`src/rtl/uart_fifo_port_if.sv`:
```
// Avalon-MM slave bus and interrupt bundle for uart_fifo_port.
// The signal names match the fabric-side port names.
interface uart_fifo_port_if;
  logic [1:0]  avs_address;
  logic        avs_read;
  logic        avs_write;
  logic [31:0] avs_writedata;
  logic [31:0] avs_readdata;
  logic        irq;

  modport slave (
    input  avs_address, avs_read, avs_write, avs_writedata,
    output avs_readdata, irq
  );

  modport master (
    output avs_address, avs_read, avs_write, avs_writedata,
    input  avs_readdata, irq
  );
endinterface

```
`src/rtl/uart_fifo_port.sv`:
```
// Memory-mapped UART with TX/RX FIFOs, runtime baud divisor, sticky error flags
// and a maskable level IRQ. Register map: 0 DATA, 1 STATUS, 2 CONTROL, 3 DIVISOR.
module uart_fifo_port_fifo #(
  parameter int unsigned WIDTH = 8,
  parameter int unsigned DEPTH = 16
) (
  input  logic                   clk_i,
  input  logic                   rst_i,
  input  logic                   push_i,
  input  logic                   pop_i,
  input  logic [WIDTH-1:0]       data_i,
  output logic [WIDTH-1:0]       data_o,
  output logic                   push_ok_o,
  output logic [$clog2(DEPTH):0] count_o
);
  localparam int unsigned AW = $clog2(DEPTH);

  logic [WIDTH-1:0] mem_q [DEPTH];
  logic [AW-1:0]    wptr_q, rptr_q;
  logic [AW:0]      count_q;
  logic             pop_ok;

  // A push into a full FIFO is only accepted when a real pop frees a slot this cycle.
  assign pop_ok    = pop_i & (count_q != '0);
  assign push_ok_o = push_i & ((count_q != (AW+1)'(DEPTH)) | pop_ok);
  assign data_o    = mem_q[rptr_q];
  assign count_o   = count_q;

  always_ff @(posedge clk_i) begin
    if (rst_i) begin
      wptr_q  <= '0;
      rptr_q  <= '0;
      count_q <= '0;
    end else begin
      if (push_ok_o) wptr_q <= wptr_q + AW'(1);
      if (pop_ok)    rptr_q <= rptr_q + AW'(1);
      count_q <= count_q + (AW+1)'(push_ok_o) - (AW+1)'(pop_ok);
    end
  end

  always_ff @(posedge clk_i) begin
    if (push_ok_o) mem_q[wptr_q] <= data_i;
  end
endmodule

module uart_fifo_port #(
  parameter int unsigned DATA_BITS   = 8,
  parameter int unsigned FIFO_DEPTH  = 16,
  parameter int unsigned DIV_WIDTH   = 16,
  parameter int unsigned DEFAULT_DIV = 434
) (
  input  logic              clk_clk,
  input  logic              reset_reset,
  uart_fifo_port_if.slave   avs,
  input  logic              uart_RXD,
  output logic              uart_TXD
);
  localparam int unsigned CW = $clog2(FIFO_DEPTH) + 1;
  localparam int unsigned BW = $clog2(DATA_BITS);

  typedef enum logic [1:0] {TXS_IDLE, TXS_START, TXS_DATA, TXS_STOP} tx_state_e;
  typedef enum logic [2:0] {RXS_IDLE, RXS_START, RXS_DATA, RXS_STOP, RXS_WAIT} rx_state_e;

  logic                 wr, rd, unused_wdata;
  logic [DIV_WIDTH-1:0] wdiv;
  logic                 tx_push_ok, tx_pop, tx_empty, tx_full, tx_idle;
  logic [DATA_BITS-1:0] tx_dout, rx_dout;
  logic [CW-1:0]        tx_count, rx_count;
  logic                 rx_push, rx_push_ok, rx_valid, ferr_set;

  logic [2:0]           ctrl_q, ctrl_d;
  logic [DIV_WIDTH-1:0] div_q, div_d;
  logic                 rx_ovf_q, rx_ovf_d, tx_ovf_q, tx_ovf_d, ferr_q, ferr_d;
  logic [31:0]          rdata_q, rdata_d;
  logic                 irq_q, irq_d;

  tx_state_e            tx_state_q, tx_state_d;
  logic [DIV_WIDTH-1:0] tx_cnt_q, tx_cnt_d, tx_div_q, tx_div_d;
  logic [BW-1:0]        tx_bit_q, tx_bit_d;
  logic [DATA_BITS-1:0] tx_shift_q, tx_shift_d;
  logic                 txd_q, txd_d;

  logic                 rxs1_q, rxs2_q, rx_prev_q;
  rx_state_e            rx_state_q, rx_state_d;
  logic [DIV_WIDTH-1:0] rx_cnt_q, rx_cnt_d, rx_div_q, rx_div_d;
  logic [BW-1:0]        rx_bit_q, rx_bit_d;
  logic [DATA_BITS-1:0] rx_shift_q, rx_shift_d;

  assign wr           = avs.avs_write;
  assign rd           = avs.avs_read & ~avs.avs_write;
  assign wdiv         = avs.avs_writedata[DIV_WIDTH-1:0];
  assign unused_wdata = ^avs.avs_writedata;

  uart_fifo_port_fifo #(.WIDTH(DATA_BITS), .DEPTH(FIFO_DEPTH)) u_tx_fifo (
    .clk_i(clk_clk), .rst_i(reset_reset),
    .push_i(wr && avs.avs_address == 2'd0), .pop_i(tx_pop),
    .data_i(avs.avs_writedata[DATA_BITS-1:0]), .data_o(tx_dout),
    .push_ok_o(tx_push_ok), .count_o(tx_count)
  );

  uart_fifo_port_fifo #(.WIDTH(DATA_BITS), .DEPTH(FIFO_DEPTH)) u_rx_fifo (
    .clk_i(clk_clk), .rst_i(reset_reset),
    .push_i(rx_push), .pop_i(rd && avs.avs_address == 2'd0),
    .data_i(rx_shift_q), .data_o(rx_dout),
    .push_ok_o(rx_push_ok), .count_o(rx_count)
  );

  assign tx_empty = (tx_count == '0);
  assign tx_full  = (tx_count == CW'(FIFO_DEPTH));
  assign tx_idle  = tx_empty & (tx_state_q == TXS_IDLE);
  assign rx_valid = (rx_count != '0);
  assign uart_TXD = txd_q;
  assign avs.avs_readdata = rdata_q;
  assign avs.irq  = irq_q;

  always_comb begin
    ctrl_d  = ctrl_q;
    div_d   = div_q;
    rdata_d = '0;
    if (wr && avs.avs_address == 2'd2) ctrl_d = avs.avs_writedata[2:0];
    if (wr && avs.avs_address == 2'd3) div_d = (wdiv < DIV_WIDTH'(2)) ? DIV_WIDTH'(2) : wdiv;
    // Sticky flags: a set event in the same cycle overrides a clear.
    rx_ovf_d = (rx_ovf_q & ~(wr && avs.avs_address == 2'd1 && avs.avs_writedata[4]))
             | (rx_push & ~rx_push_ok);
    tx_ovf_d = (tx_ovf_q & ~(wr && avs.avs_address == 2'd1 && avs.avs_writedata[5]))
             | (wr && avs.avs_address == 2'd0 && !tx_push_ok);
    ferr_d   = (ferr_q & ~(wr && avs.avs_address == 2'd1 && avs.avs_writedata[6])) | ferr_set;
    if (rd) begin
      unique case (avs.avs_address)
        2'd0: if (rx_valid) begin
          rdata_d[DATA_BITS-1:0] = rx_dout;
          rdata_d[DATA_BITS]     = 1'b1;
        end
        2'd1: rdata_d = {16'(rx_count), 9'd0, ferr_q, tx_ovf_q, rx_ovf_q,
                         tx_idle, tx_empty, tx_full, rx_valid};
        2'd2: rdata_d = 32'(ctrl_q);
        default: rdata_d = 32'(div_q);
      endcase
    end
    irq_d = (ctrl_q[0] & rx_valid) | (ctrl_q[1] & tx_empty)
          | (ctrl_q[2] & (rx_ovf_q | tx_ovf_q | ferr_q));
  end

  always_comb begin
    tx_state_d = tx_state_q;
    tx_cnt_d   = tx_cnt_q + DIV_WIDTH'(1);
    tx_div_d   = tx_div_q;
    tx_bit_d   = tx_bit_q;
    tx_shift_d = tx_shift_q;
    tx_pop     = 1'b0;
    unique case (tx_state_q)
      TXS_IDLE: tx_cnt_d = tx_cnt_q;
      TXS_START: if (tx_cnt_q == tx_div_q) begin
        tx_state_d = TXS_DATA;
        tx_cnt_d   = DIV_WIDTH'(1);
        tx_bit_d   = '0;
      end
      TXS_DATA: if (tx_cnt_q == tx_div_q) begin
        tx_cnt_d = DIV_WIDTH'(1);
        if (tx_bit_q == BW'(DATA_BITS - 1)) begin
          tx_state_d = TXS_STOP;
        end else begin
          tx_bit_d   = tx_bit_q + BW'(1);
          tx_shift_d = tx_shift_q >> 1;
        end
      end
      default: if (tx_cnt_q == tx_div_q) tx_state_d = TXS_IDLE;
    endcase
    // Frame start from IDLE or straight out of STOP, latching the divisor here.
    if ((tx_state_q == TXS_IDLE || tx_state_d == TXS_IDLE) && !tx_empty) begin
      tx_pop     = 1'b1;
      tx_state_d = TXS_START;
      tx_cnt_d   = DIV_WIDTH'(1);
      tx_div_d   = div_q;
      tx_shift_d = tx_dout;
    end
    unique case (tx_state_d)
      TXS_START: txd_d = 1'b0;
      TXS_DATA:  txd_d = tx_shift_d[0];
      default:   txd_d = 1'b1;
    endcase
  end

  always_comb begin
    rx_state_d = rx_state_q;
    rx_cnt_d   = rx_cnt_q + DIV_WIDTH'(1);
    rx_div_d   = rx_div_q;
    rx_bit_d   = rx_bit_q;
    rx_shift_d = rx_shift_q;
    rx_push    = 1'b0;
    ferr_set   = 1'b0;
    unique case (rx_state_q)
      RXS_IDLE: begin
        rx_cnt_d = DIV_WIDTH'(1);
        if (rx_prev_q && !rxs2_q) begin
          rx_state_d = RXS_START;
          rx_div_d   = div_q;
        end
      end
      RXS_START: if (rx_cnt_q == (rx_div_q >> 1)) begin
        rx_state_d = rxs2_q ? RXS_IDLE : RXS_DATA;
        rx_cnt_d   = DIV_WIDTH'(1);
        rx_bit_d   = '0;
      end
      RXS_DATA: if (rx_cnt_q == rx_div_q) begin
        rx_cnt_d   = DIV_WIDTH'(1);
        rx_shift_d = {rxs2_q, rx_shift_q[DATA_BITS-1:1]};
        if (rx_bit_q == BW'(DATA_BITS - 1)) rx_state_d = RXS_STOP;
        else rx_bit_d = rx_bit_q + BW'(1);
      end
      RXS_STOP: if (rx_cnt_q == rx_div_q) begin
        rx_push    = rxs2_q;
        ferr_set   = ~rxs2_q;
        rx_state_d = rxs2_q ? RXS_IDLE : RXS_WAIT;
      end
      default: if (rxs2_q) rx_state_d = RXS_IDLE;
    endcase
  end

  always_ff @(posedge clk_clk) begin
    if (reset_reset) begin
      ctrl_q     <= '0;
      div_q      <= DIV_WIDTH'(DEFAULT_DIV);
      rx_ovf_q   <= 1'b0;
      tx_ovf_q   <= 1'b0;
      ferr_q     <= 1'b0;
      rdata_q    <= '0;
      irq_q      <= 1'b0;
      tx_state_q <= TXS_IDLE;
      tx_cnt_q   <= '0;
      tx_div_q   <= DIV_WIDTH'(DEFAULT_DIV);
      tx_bit_q   <= '0;
      tx_shift_q <= '0;
      txd_q      <= 1'b1;
      rxs1_q     <= 1'b1;
      rxs2_q     <= 1'b1;
      rx_prev_q  <= 1'b1;
      rx_state_q <= RXS_IDLE;
      rx_cnt_q   <= '0;
      rx_div_q   <= DIV_WIDTH'(DEFAULT_DIV);
      rx_bit_q   <= '0;
      rx_shift_q <= '0;
    end else begin
      ctrl_q     <= ctrl_d;
      div_q      <= div_d;
      rx_ovf_q   <= rx_ovf_d;
      tx_ovf_q   <= tx_ovf_d;
      ferr_q     <= ferr_d;
      rdata_q    <= rdata_d;
      irq_q      <= irq_d;
      tx_state_q <= tx_state_d;
      tx_cnt_q   <= tx_cnt_d;
      tx_div_q   <= tx_div_d;
      tx_bit_q   <= tx_bit_d;
      tx_shift_q <= tx_shift_d;
      txd_q      <= txd_d;
      rxs1_q     <= uart_RXD;
      rxs2_q     <= rxs1_q;
      rx_prev_q  <= rxs2_q;
      rx_state_q <= rx_state_d;
      rx_cnt_q   <= rx_cnt_d;
      rx_div_q   <= rx_div_d;
      rx_bit_q   <= rx_bit_d;
      rx_shift_q <= rx_shift_d;
    end
  end
endmodule
```
`src/flat_wrapper.sv`:
```
// flat-port wrapper written by rule: the top's interface ports become plain ports
module uart_fifo_port_flat 
#(
  parameter int unsigned DATA_BITS   = 8,
  parameter int unsigned FIFO_DEPTH  = 16,
  parameter int unsigned DIV_WIDTH   = 16,
  parameter int unsigned DEFAULT_DIV = 434
)
  (clk_clk, reset_reset, uart_RXD, uart_TXD, avs_avs_address, avs_avs_read, avs_avs_write, avs_avs_writedata, avs_avs_readdata, avs_irq);
  uart_fifo_port_if avs_i ();
  input  logic clk_clk;
  input  logic reset_reset;
  input  logic uart_RXD;
  output logic uart_TXD;
  input wire logic [$bits(avs_i.avs_address)-1:0] avs_avs_address;
  input wire logic [$bits(avs_i.avs_read)-1:0] avs_avs_read;
  input wire logic [$bits(avs_i.avs_write)-1:0] avs_avs_write;
  input wire logic [$bits(avs_i.avs_writedata)-1:0] avs_avs_writedata;
  output wire logic [$bits(avs_i.avs_readdata)-1:0] avs_avs_readdata;
  output wire logic [$bits(avs_i.irq)-1:0] avs_irq;
  assign avs_i.avs_address = avs_avs_address;
  assign avs_i.avs_read = avs_avs_read;
  assign avs_i.avs_write = avs_avs_write;
  assign avs_i.avs_writedata = avs_avs_writedata;
  assign avs_avs_readdata = avs_i.avs_readdata;
  assign avs_irq = avs_i.irq;
  uart_fifo_port #(.DATA_BITS(DATA_BITS), .FIFO_DEPTH(FIFO_DEPTH), .DIV_WIDTH(DIV_WIDTH), .DEFAULT_DIV(DEFAULT_DIV)) u_core (.clk_clk(clk_clk), .reset_reset(reset_reset), .avs(avs_i), .uart_RXD(uart_RXD), .uart_TXD(uart_TXD));
endmodule
```
`config.mk`:
```
export PLATFORM = sky130hd
export DESIGN_NAME = uart_fifo_port_flat
export DESIGN_NICKNAME = d
export VERILOG_FILES = /design/src/rtl/uart_fifo_port_if.sv /design/src/rtl/uart_fifo_port.sv /design/src/flat_wrapper.sv
export SDC_FILE = /design/constraint.sdc
export NUM_CORES = 1
export LEC_CHECK = 0
export CELL_PAD_IN_SITES_DETAIL_PLACEMENT = 1
export CELL_PAD_IN_SITES_GLOBAL_PLACEMENT = 2
export CORE_UTILIZATION = 43
export DETAILED_ROUTE_END_ITERATION = 10
export PLACE_DENSITY_LB_ADDON = 0.1
export SYNTH_ARGS = -nofsm -noshare
export SYNTH_HDL_FRONTEND = slang
export SYNTH_SLANG_ARGS = --single-unit
export TNS_END_PERCENT = 30
```
`constraint.sdc`:
```
create_clock -name clk_clk -period 3.8 [get_ports clk_clk]
set_input_delay 0.76 -clock clk_clk [delete_from_list [all_inputs] [get_ports clk_clk]]
set_output_delay 0.76 -clock clk_clk [all_outputs]
set_load 0.05 [all_outputs]
```
# == Word-level counts from Yosys, hierarchy flattened ==
# Memories as Yosys holds them, arrays and structs flattened. A register that Yosys moved wholly into a read port is not among the register bits.
# Index checks and enable logic that the tools add are counted.
# classes
addsub,12
order_cmp,1
eq_ne,29
n_mux,51
bitwise,29
reduce_logical,37
# ops
cell,count
$mux W16,4
$pmux W16 S3,1
$mux W3,13
$add A16 B1 Y16 const B,2
$eq A16 B16 Y1,2
$mux W8,4
$pmux W16 S2,1
$pmux W9 S3,1
$pmux W12 S2,1
$add A4 B1 Y4 const B,4
$eq A16 B15 Y1,1
$lt A16 B2 Y1 const B,1
$mux W4,4
$reduce_bool A5 Y1,3
$ne A2 B1 Y1 const B,7
$and A1 B1 Y1,13
$mux W2,6
$pmux W3 S2,2
$pmux W3 S4,1
$logic_and A1 B1 Y1,11
$add A5 B1 Y5,2
$mux W1,10
$ne A5 B5 Y1 const B,2
$sub A5 B1 Y5,2
24 further kinds,61
# word_totals
regBits,176
ramBits,256
input_bits,39
output_inout_bits,34
wordCells,190
memories,2
# memory_table
name,depth,width,rd,rd_clocked_by_memory_dff,write_ports,line,rtl
u_core.u_rx_fifo.mem_q,16,8,1,1,1,uart_fifo_port.sv:18,logic [WIDTH-1:0] mem_q [DEPTH];
u_core.u_tx_fifo.mem_q,16,8,1,1,1,uart_fifo_port.sv:18,

# == Logic depth before layout (Yosys ltp) ==
# Gate-level depths: netlist of the first run.
# depth
ltp_word,14
ltp_mapped,19
depth_no_buf,18

# == By module ==
# Synthesis of the first run repeated with hierarchy kept, for this count alone.
# unflattened
hier_cells,1354
area_unflattened_um2,17873.4
# by_module_without_submodules
mod,instances,cells_each,area_per_inst_um2,seq_area_each_um2
uart_fifo_port_fifo,2,310,5774.3,4184.0
uart_fifo_port,1,734,6324.8,2782.7

# == Worst setup path after synthesis of the first run ==
# Ideal clock, no wire load.
# synth_path
path_kind,reg2reg
from,register u_core.tx_cnt_q[7]
to,"register u_core.u_tx_fifo.count_q[4], in the netlist u_core.u_tx_fifo.count_o[4]"
setup_time_ns,0.070
t_arrival_ns,2.976
required_time_ns,3.730
setup_slack_ns,0.753
path_stages_with_launch,18
n_path_buf,2
synth_period_minus_slack_ns,3.047
cell_sequence,dfxtp_1 buf_6 xnor2_1 nand4_1 nor4_4 mux2i_1 inv_1 buf_2 ha_1 inv_1 ha_1 inv_1 fa_1 inv_1 a21oi_1 nor2_1 or3_1 a21oi_1
# synth_via
elab_chain_cells,12
elab_cells_between_ends,14
cone_classes,add/sub (2); eq/ne (1); mux (5); bitwise (3); reduce/logical (3)
# synth_lines
element,line,rtl
from (decl),uart_fifo_port.sv:78,"logic [DIV_WIDTH-1:0] tx_cnt_q, tx_cnt_d, tx_div_q, tx_div_d;"
from (signal assigned),uart_fifo_port.sv:252,tx_cnt_q <= tx_cnt_d;
$eq A16 B16 Y1 (*),"uart_fifo_port.sv:153, uart_fifo_port.sv:158, uart_fifo_port.sv:167",
"$mux W2, on equally long branches","uart_fifo_port.sv:167, uart_fifo_port.sv:153, uart_fifo_port.sv:158",
$pmux W2 S3 (*),uart_fifo_port.sv:151,unique case (tx_state_q)
$logic_not A2 Y1 (*),uart_fifo_port.sv:170,if ((tx_state_q == TXS_IDLE || tx_state_d == TXS_IDLE) && !tx_empty) begin
$logic_or A1 B1 Y1 (*),uart_fifo_port.sv:170,
$logic_and A1 B1 Y1 (*),uart_fifo_port.sv:170,
$mux W1 (*),uart_fifo_port.sv:170,
via u_core.tx_pop,uart_fifo_port.sv:66,"logic tx_push_ok, tx_pop, tx_empty, tx_full, tx_idle;"
$and A1 B1 Y1 (*),uart_fifo_port.sv:24,assign pop_ok = pop_i & (count_q != '0);
$or A1 B1 Y1,uart_fifo_port.sv:25,assign push_ok_o = push_i & ((count_q != (AW+1)'(DEPTH)) | pop_ok);
$and A1 B1 Y1,uart_fifo_port.sv:25,
$add A5 B1 Y5,uart_fifo_port.sv:37,count_q <= count_q + (AW+1)'(push_ok_o) - (AW+1)'(pop_ok);
$sub A5 B1 Y5 (*),uart_fifo_port.sv:37,
to (signal assigned),uart_fifo_port.sv:37,
to (decl),uart_fifo_port.sv:20,logic [AW:0] count_q;
# Mark *: on every way through the listed nets, which the timed path passes. The rest lies on a longest branch.
# A chain may end at the register's enable or synchronous reset.

# == Worst setup path after layout of the first run ==
# layout_path
from,register u_core.tx_cnt_q[7]
to,"register u_core.u_tx_fifo.count_q[4], in the netlist u_core.u_tx_fifo.count_o[4]"
# layout_via
elab_chain_cells,12
elab_cells_between_ends,14
cone_classes,add/sub (2); eq/ne (1); mux (5); bitwise (3); reduce/logical (3)
# layout_lines
element,line
$eq A16 B16 Y1 (*),"uart_fifo_port.sv:153, uart_fifo_port.sv:158, uart_fifo_port.sv:167"
"$mux W2, on equally long branches","uart_fifo_port.sv:167, uart_fifo_port.sv:153, uart_fifo_port.sv:158"
$pmux W2 S3 (*),uart_fifo_port.sv:151
$logic_not A2 Y1 (*),uart_fifo_port.sv:170
$logic_or A1 B1 Y1 (*),uart_fifo_port.sv:170
$logic_and A1 B1 Y1 (*),uart_fifo_port.sv:170
$mux W1 (*),uart_fifo_port.sv:170
$and A1 B1 Y1 (*),uart_fifo_port.sv:24
$or A1 B1 Y1,uart_fifo_port.sv:25
$and A1 B1 Y1,uart_fifo_port.sv:25
$add A5 B1 Y5,uart_fifo_port.sv:37
$sub A5 B1 Y5 (*),uart_fifo_port.sv:37
# Mark *: on every way between the ends. The rest lies on a longest branch, timed or not.

==> results.py, run 1 <==
metrics = {
    "run_status": {
        "status": "completed",
    },
    "critical_path": {
        "path_cells": "xnor2_1 -> nand4_1 -> nor4_4 -> mux2i_1 -> nor2_1 -> inv_1 -> ha_1 -> inv_1 -> ha_1 -> inv_1 -> fa_1 -> inv_1 -> a21oi_1 -> nor2_1 -> or3_1 -> a21oi_1",
        "r2r_cells": 16,
        "worstReg2RegEnd": "u_core.u_tx_fifo.count_o[4]$_SDFF_PP0_",
        "cp-startpoint": "u_core.tx_cnt_q[7]$_SDFFE_PP0P_",
        "required_ns": 4.31,
        "crit_arrival_ns": 3.85,
        "worstPathMaxFanout": 6,
        "rrSetupSlack_ns": 0.46,
        "cp_num_cells": 16,
        "path_buf_inv": 4,
        "worstSetupStartpointType": "flip-flop",
        "path_common_cell": "inv_1",
        "r2r_start": "u_core.tx_cnt_q[7]$_SDFFE_PP0P_",
        "crit_end": "u_core.u_tx_fifo.count_o[4]$_SDFF_PP0_",
        "cp-end-kind": "flip-flop",
        "crit_slowest_cell": "nor4_4",
        "cp_top_family": "simple AND/OR/NAND/NOR gates",
        "slowest_delay_ns": 0.53,
        "path_class": "reg2reg",
    },
    "route": {
        "avgViaCountPerCell": 5.41,
        "drtPass1Iterations": 5,
        "totalWireLength_um": 41700,
        "drt-wirelength-per-cell_um": 21.5,
        "drc": 0,
        "drtIter0Drc": 630,
        "dr_total_vias": 10503,
        "postRouteAntennaNets": 0,
    },
    "synth": {
        "synth_area_per_cell_um2": 13.5,
        "synth_top_area_frac": 0.436,
        "synthTopCellsByArea": "edfxtp_1 (44%), dfxtp_1 (20%), mux4_2 (10%)",
        "async_reset_ff_frac": 0,
        "yosysWarningCount": 0,
        "synth-edff-count": 256,
        "synthCells": 1310,
        "ys_types": 55,
        "yosysSeqAreaShare": 0.632,
        "yosys_register_bits": 429,
        "synthesis.area_mm2": 0.0176,
        "synth-main-ff-cell": "edfxtp_1",
        "synth_top_area_cell": "edfxtp_1",
    },
    "pwr": {
        "power_leakage_uw": 0.00697,
        "clkPwrFrac": 0.400,
        "ir_worst_vdd_mv": 0.394,
        "p_comb_frac": 0.151,
        "power.switching_uw": 2990,
        "internal_power_uw": 8580,
        "power_frac_seq": 0.449,
        "pwr_density_cell_mw_per_mm2": 568,
        "netSwitchingFraction": 0.258,
    },
    "clocking": {
        "clkTransAtPathRegs_ns": 0.06,
        "cts_tree": "yes",
        "numCtsBuffers": 47,
        "cts_hold_buf": 0,
        "clkSinkCount": 429,
        "clkLatencyLatePin_ns": 0.59,
        "ctsResizeCount": 0,
        "root_buffer": "clkbuf_16",
        "post_cts_buffers": 0,
        "clockBufferDepth": 3,
        "ctsHtreeMaxLevel": 2,
    },
    "timing": {
        "worst_clock_skew_ns": 0.0218,
        "grt_setup_unrepaired": "no",
        "slew_viol_final": 0,
        "min_period_ns": 3.34,
        "worst_slew_pin_slew_ns": 0.804,
        "setup_tns_ns": 0,
        "layout_setup_ws_ns": 0.460,
        "fin_crit_sh": 0.879,
        "finalHoldViolations": 0,
        "max_freq_mhz": 299,
        "setup-violations-final": 0,
        "maxSlewHeadroom": 0.460,
    },
    "cells_and_area": {
        "area_growth_pct": 15.5,
        "fin_util": 0.508,
        "drive_above_1_share": 0.155,
        "final_cell_count_no_fill": 1942,
        "diodes": 0,
        "final_area_mm2": 0.0204,
        "finalNetCount": 1450,
    },
    "floorplan": {
        "die_y_um": 205,
        "pin_count": 73,
        "dieWidth_um": 205,
        "row_count": 73,
        "die_area_mm2": 0.0418,
        "core_mm2": 0.0401,
        "start_util": 0.440,
    },
    "placed_design": {
        "place_hpwl_um": 28100,
        "place_congestion": 0.763,
        "portBuffers": 45,
        "place_inst": 1854,
        "place_area_mm2": 0.0188,
        "post-place-ws_ns": 0.235,
    },
    "run": {
        "cap_viol_max_count": 0,
    },
    "grt": {
        "overflow": 0,
        "grt_max_degree": 39,
        "grt_antenna_before_repair": 0,
        "grt_usage": 0.206,
        "grt_pass1_wl_um": 64900,
        "grt_pass1_vias": 11032,
    },
    "hold_path": {
        "hold_class": "reg2reg",
        "min_from": "u_core.tx_div_q[3]$_SDFFE_PP0P_",
    },
}
stage by stage:
stage / total power, uW / hold slack (ns)
after detailed placement: 7060 / 0.441
after global placement: 7020 / 0.448
after floorplan: 6560 / 0.389
after global routing: 12100 / 0.489
after CTS: 11700 / 0.474
final: 11600 / 0.474
power by group through the flow:
stage / Sequential [uW] / Clock [uW] / Combinational, uW
final: 5190 / 4620 / 1750
after global routing: 5210 / 4930 / 1940
after CTS: 5200 / 4750 / 1780
after detailed placement: 5290 / 0 / 1770
after global placement: 5290 / 0 / 1730
after floorplan: 5280 / 0 / 1280
state kept, by name (all words and copies together) (netlist names), 3 cells and up, named ones only:
signal / flops
u_core.u_tx_fifo.mem_q: 128
u_core.u_tx_fifo.rptr_q: 4
u_core.tx_div_q: 16
u_core.rx_cnt_q: 16
u_core.tx_cnt_q: 16
u_core.u_rx_fifo.wptr_q: 4
u_core.u_rx_fifo.rptr_q: 4
u_core.u_rx_fifo.count_o: 5
u_core.u_tx_fifo.count_o: 5
u_core.rx_bit_q: 3
u_core.u_tx_fifo.wptr_q: 4
u_core.rx_state_q: 3
u_core.avs.avs_readdata: 21
u_core.tx_shift_q: 8
u_core.rx_shift_q: 8
u_core.rx_div_q: 16
u_core.tx_bit_q: 3
u_core.u_rx_fifo.mem_q: 128
u_core.ctrl_q: 3
u_core.div_q: 16
cell usage after synthesis, types with 2 or more instances:
master    count
xnor2_1      60
a31oi_1       2
nand2b_1      5
a21o_1        5
nor4_1        7
ha_1         31
a211oi_1      3
o211ai_1      3
nor2b_1       9
o22ai_1       3
a21oi_1      69
nand4_1      21
fa_1          2
nor3_1       11
edfxtp_1    256
o31ai_1       3
or4_1         3
buf_4        11
nand3b_1      2
a22oi_1       7
nand3_1      34
mux2_2        4
or2_2         2
or3_1        11
nor2_1       93
dfxtp_1     173
mux2i_1      22
xor2_1       25
buf_1         6
o21ai_0      21
a32oi_1       2
and2_1       17
buf_2        22
a311oi_1      6
and3_1       37
a221oi_1      2
nor4bb_1      2
mux4_2       80
nand2_1     147
clkbuf_1     41
inv_1        33
nor4b_1       4
worst min-delay path: cells and delay by family, from the launching register on:
family / cells / cell delay (ns)
AO/OA/AOI/OAI: 1 / 0.06
flip-flops: 1 / 0.32
AND/OR/NAND/NOR: 1 / 0.05
cells in the final DEF, fill, tap and decap left out, types with 6 or more instances in the layout:
master,synthesis,routed
clkdlybuf4s50_1,0,44
a311oi_1,6,6
conb_1,1,11
o21ai_0,21,21
and3_1,37,37
clkbuf_16,0,47
nor2b_1,9,9
nand3_1,34,34
or3_1,11,11
xnor2_1,60,60
a21oi_1,69,69
mux4_2,80,80
and2_1,17,17
dfxtp_1,173,171
nor2_1,93,93
clkbuf_1,41,11
clkinv_2,0,12
inv_1,33,33
clkbuf_8,0,6
mux2i_1,22,21
nand4_1,21,21
buf_4,11,46
edfxtp_1,256,256
a22oi_1,7,7
xor2_1,25,25
ha_1,31,31
nand2_1,147,147
nor3_1,11,11
final cells by class:
cell class / count / area, um^2
flip-flops and latches: 429 / 11200
inverters: 33 / 124
fillers: 4004 / 19700
clock buffers: 64 / 1300
multi-input cells: 777 / 6070
clock inverters: 24 / 284
repair buffers: 90 / 786
well taps: 525 / 657
per-layer routing:
metal | wire length [um] | vias up | track usage
met5 | 0 | - | 0
met4 | 730 | 0 | 0.0504
met3 | 2240 | 51 | 0.0480
met2 | 19600 | 204 | 0.330
met1 | 19100 | 5337 | 0.284
li1 | - | 4911 | -
how the worst min path moves through the flow:
stage	end	cells after the start
6_report	u_core.tx_div_q[3]$_SDFFE_PP0P_	2
5_1_grt	u_core.tx_div_q[11]$_SDFFE_PP0P_	2
4_1_cts	u_core.rxs2_q$_SDFF_PP1_	1
3_5_place_dp	u_core.rxs2_q$_SDFF_PP1_	1
3_3_place_gp	u_core.rx_bit_q[2]$_SDFFE_PP0P_	2
2_1_floorplan	u_core.rxs2_q$_SDFF_PP1_	1
kinds of logic (layout without fill, tap and decap cells):
kind of cell / after synthesis / after routing / synth area share
AO/OA/AOI/OAI: 130 / 130 / 0.0433
XOR/XNOR: 85 / 85 / 0.0422
adder cells (fa/ha/maj): 33 / 33 / 0.0243
buffers and inverters: 114 / 211 / 0.0286
flip-flops: 429 / 429 / 0.632
multiplexers: 106 / 106 / 0.117
other: 1 / 11 / 0.000213
AND/OR/NAND/NOR: 412 / 412 / 0.112
(Power assumes the default switching activity.)
==> run 2, diff against run 1 <==
Settings changed: GPL_TIMING_DRIVEN set to 1, HOLD_SLACK_MARGIN set to 0.15.
==> results of run 2 <==
No change in the layout: final DEF, timing and power equal those of run 1.
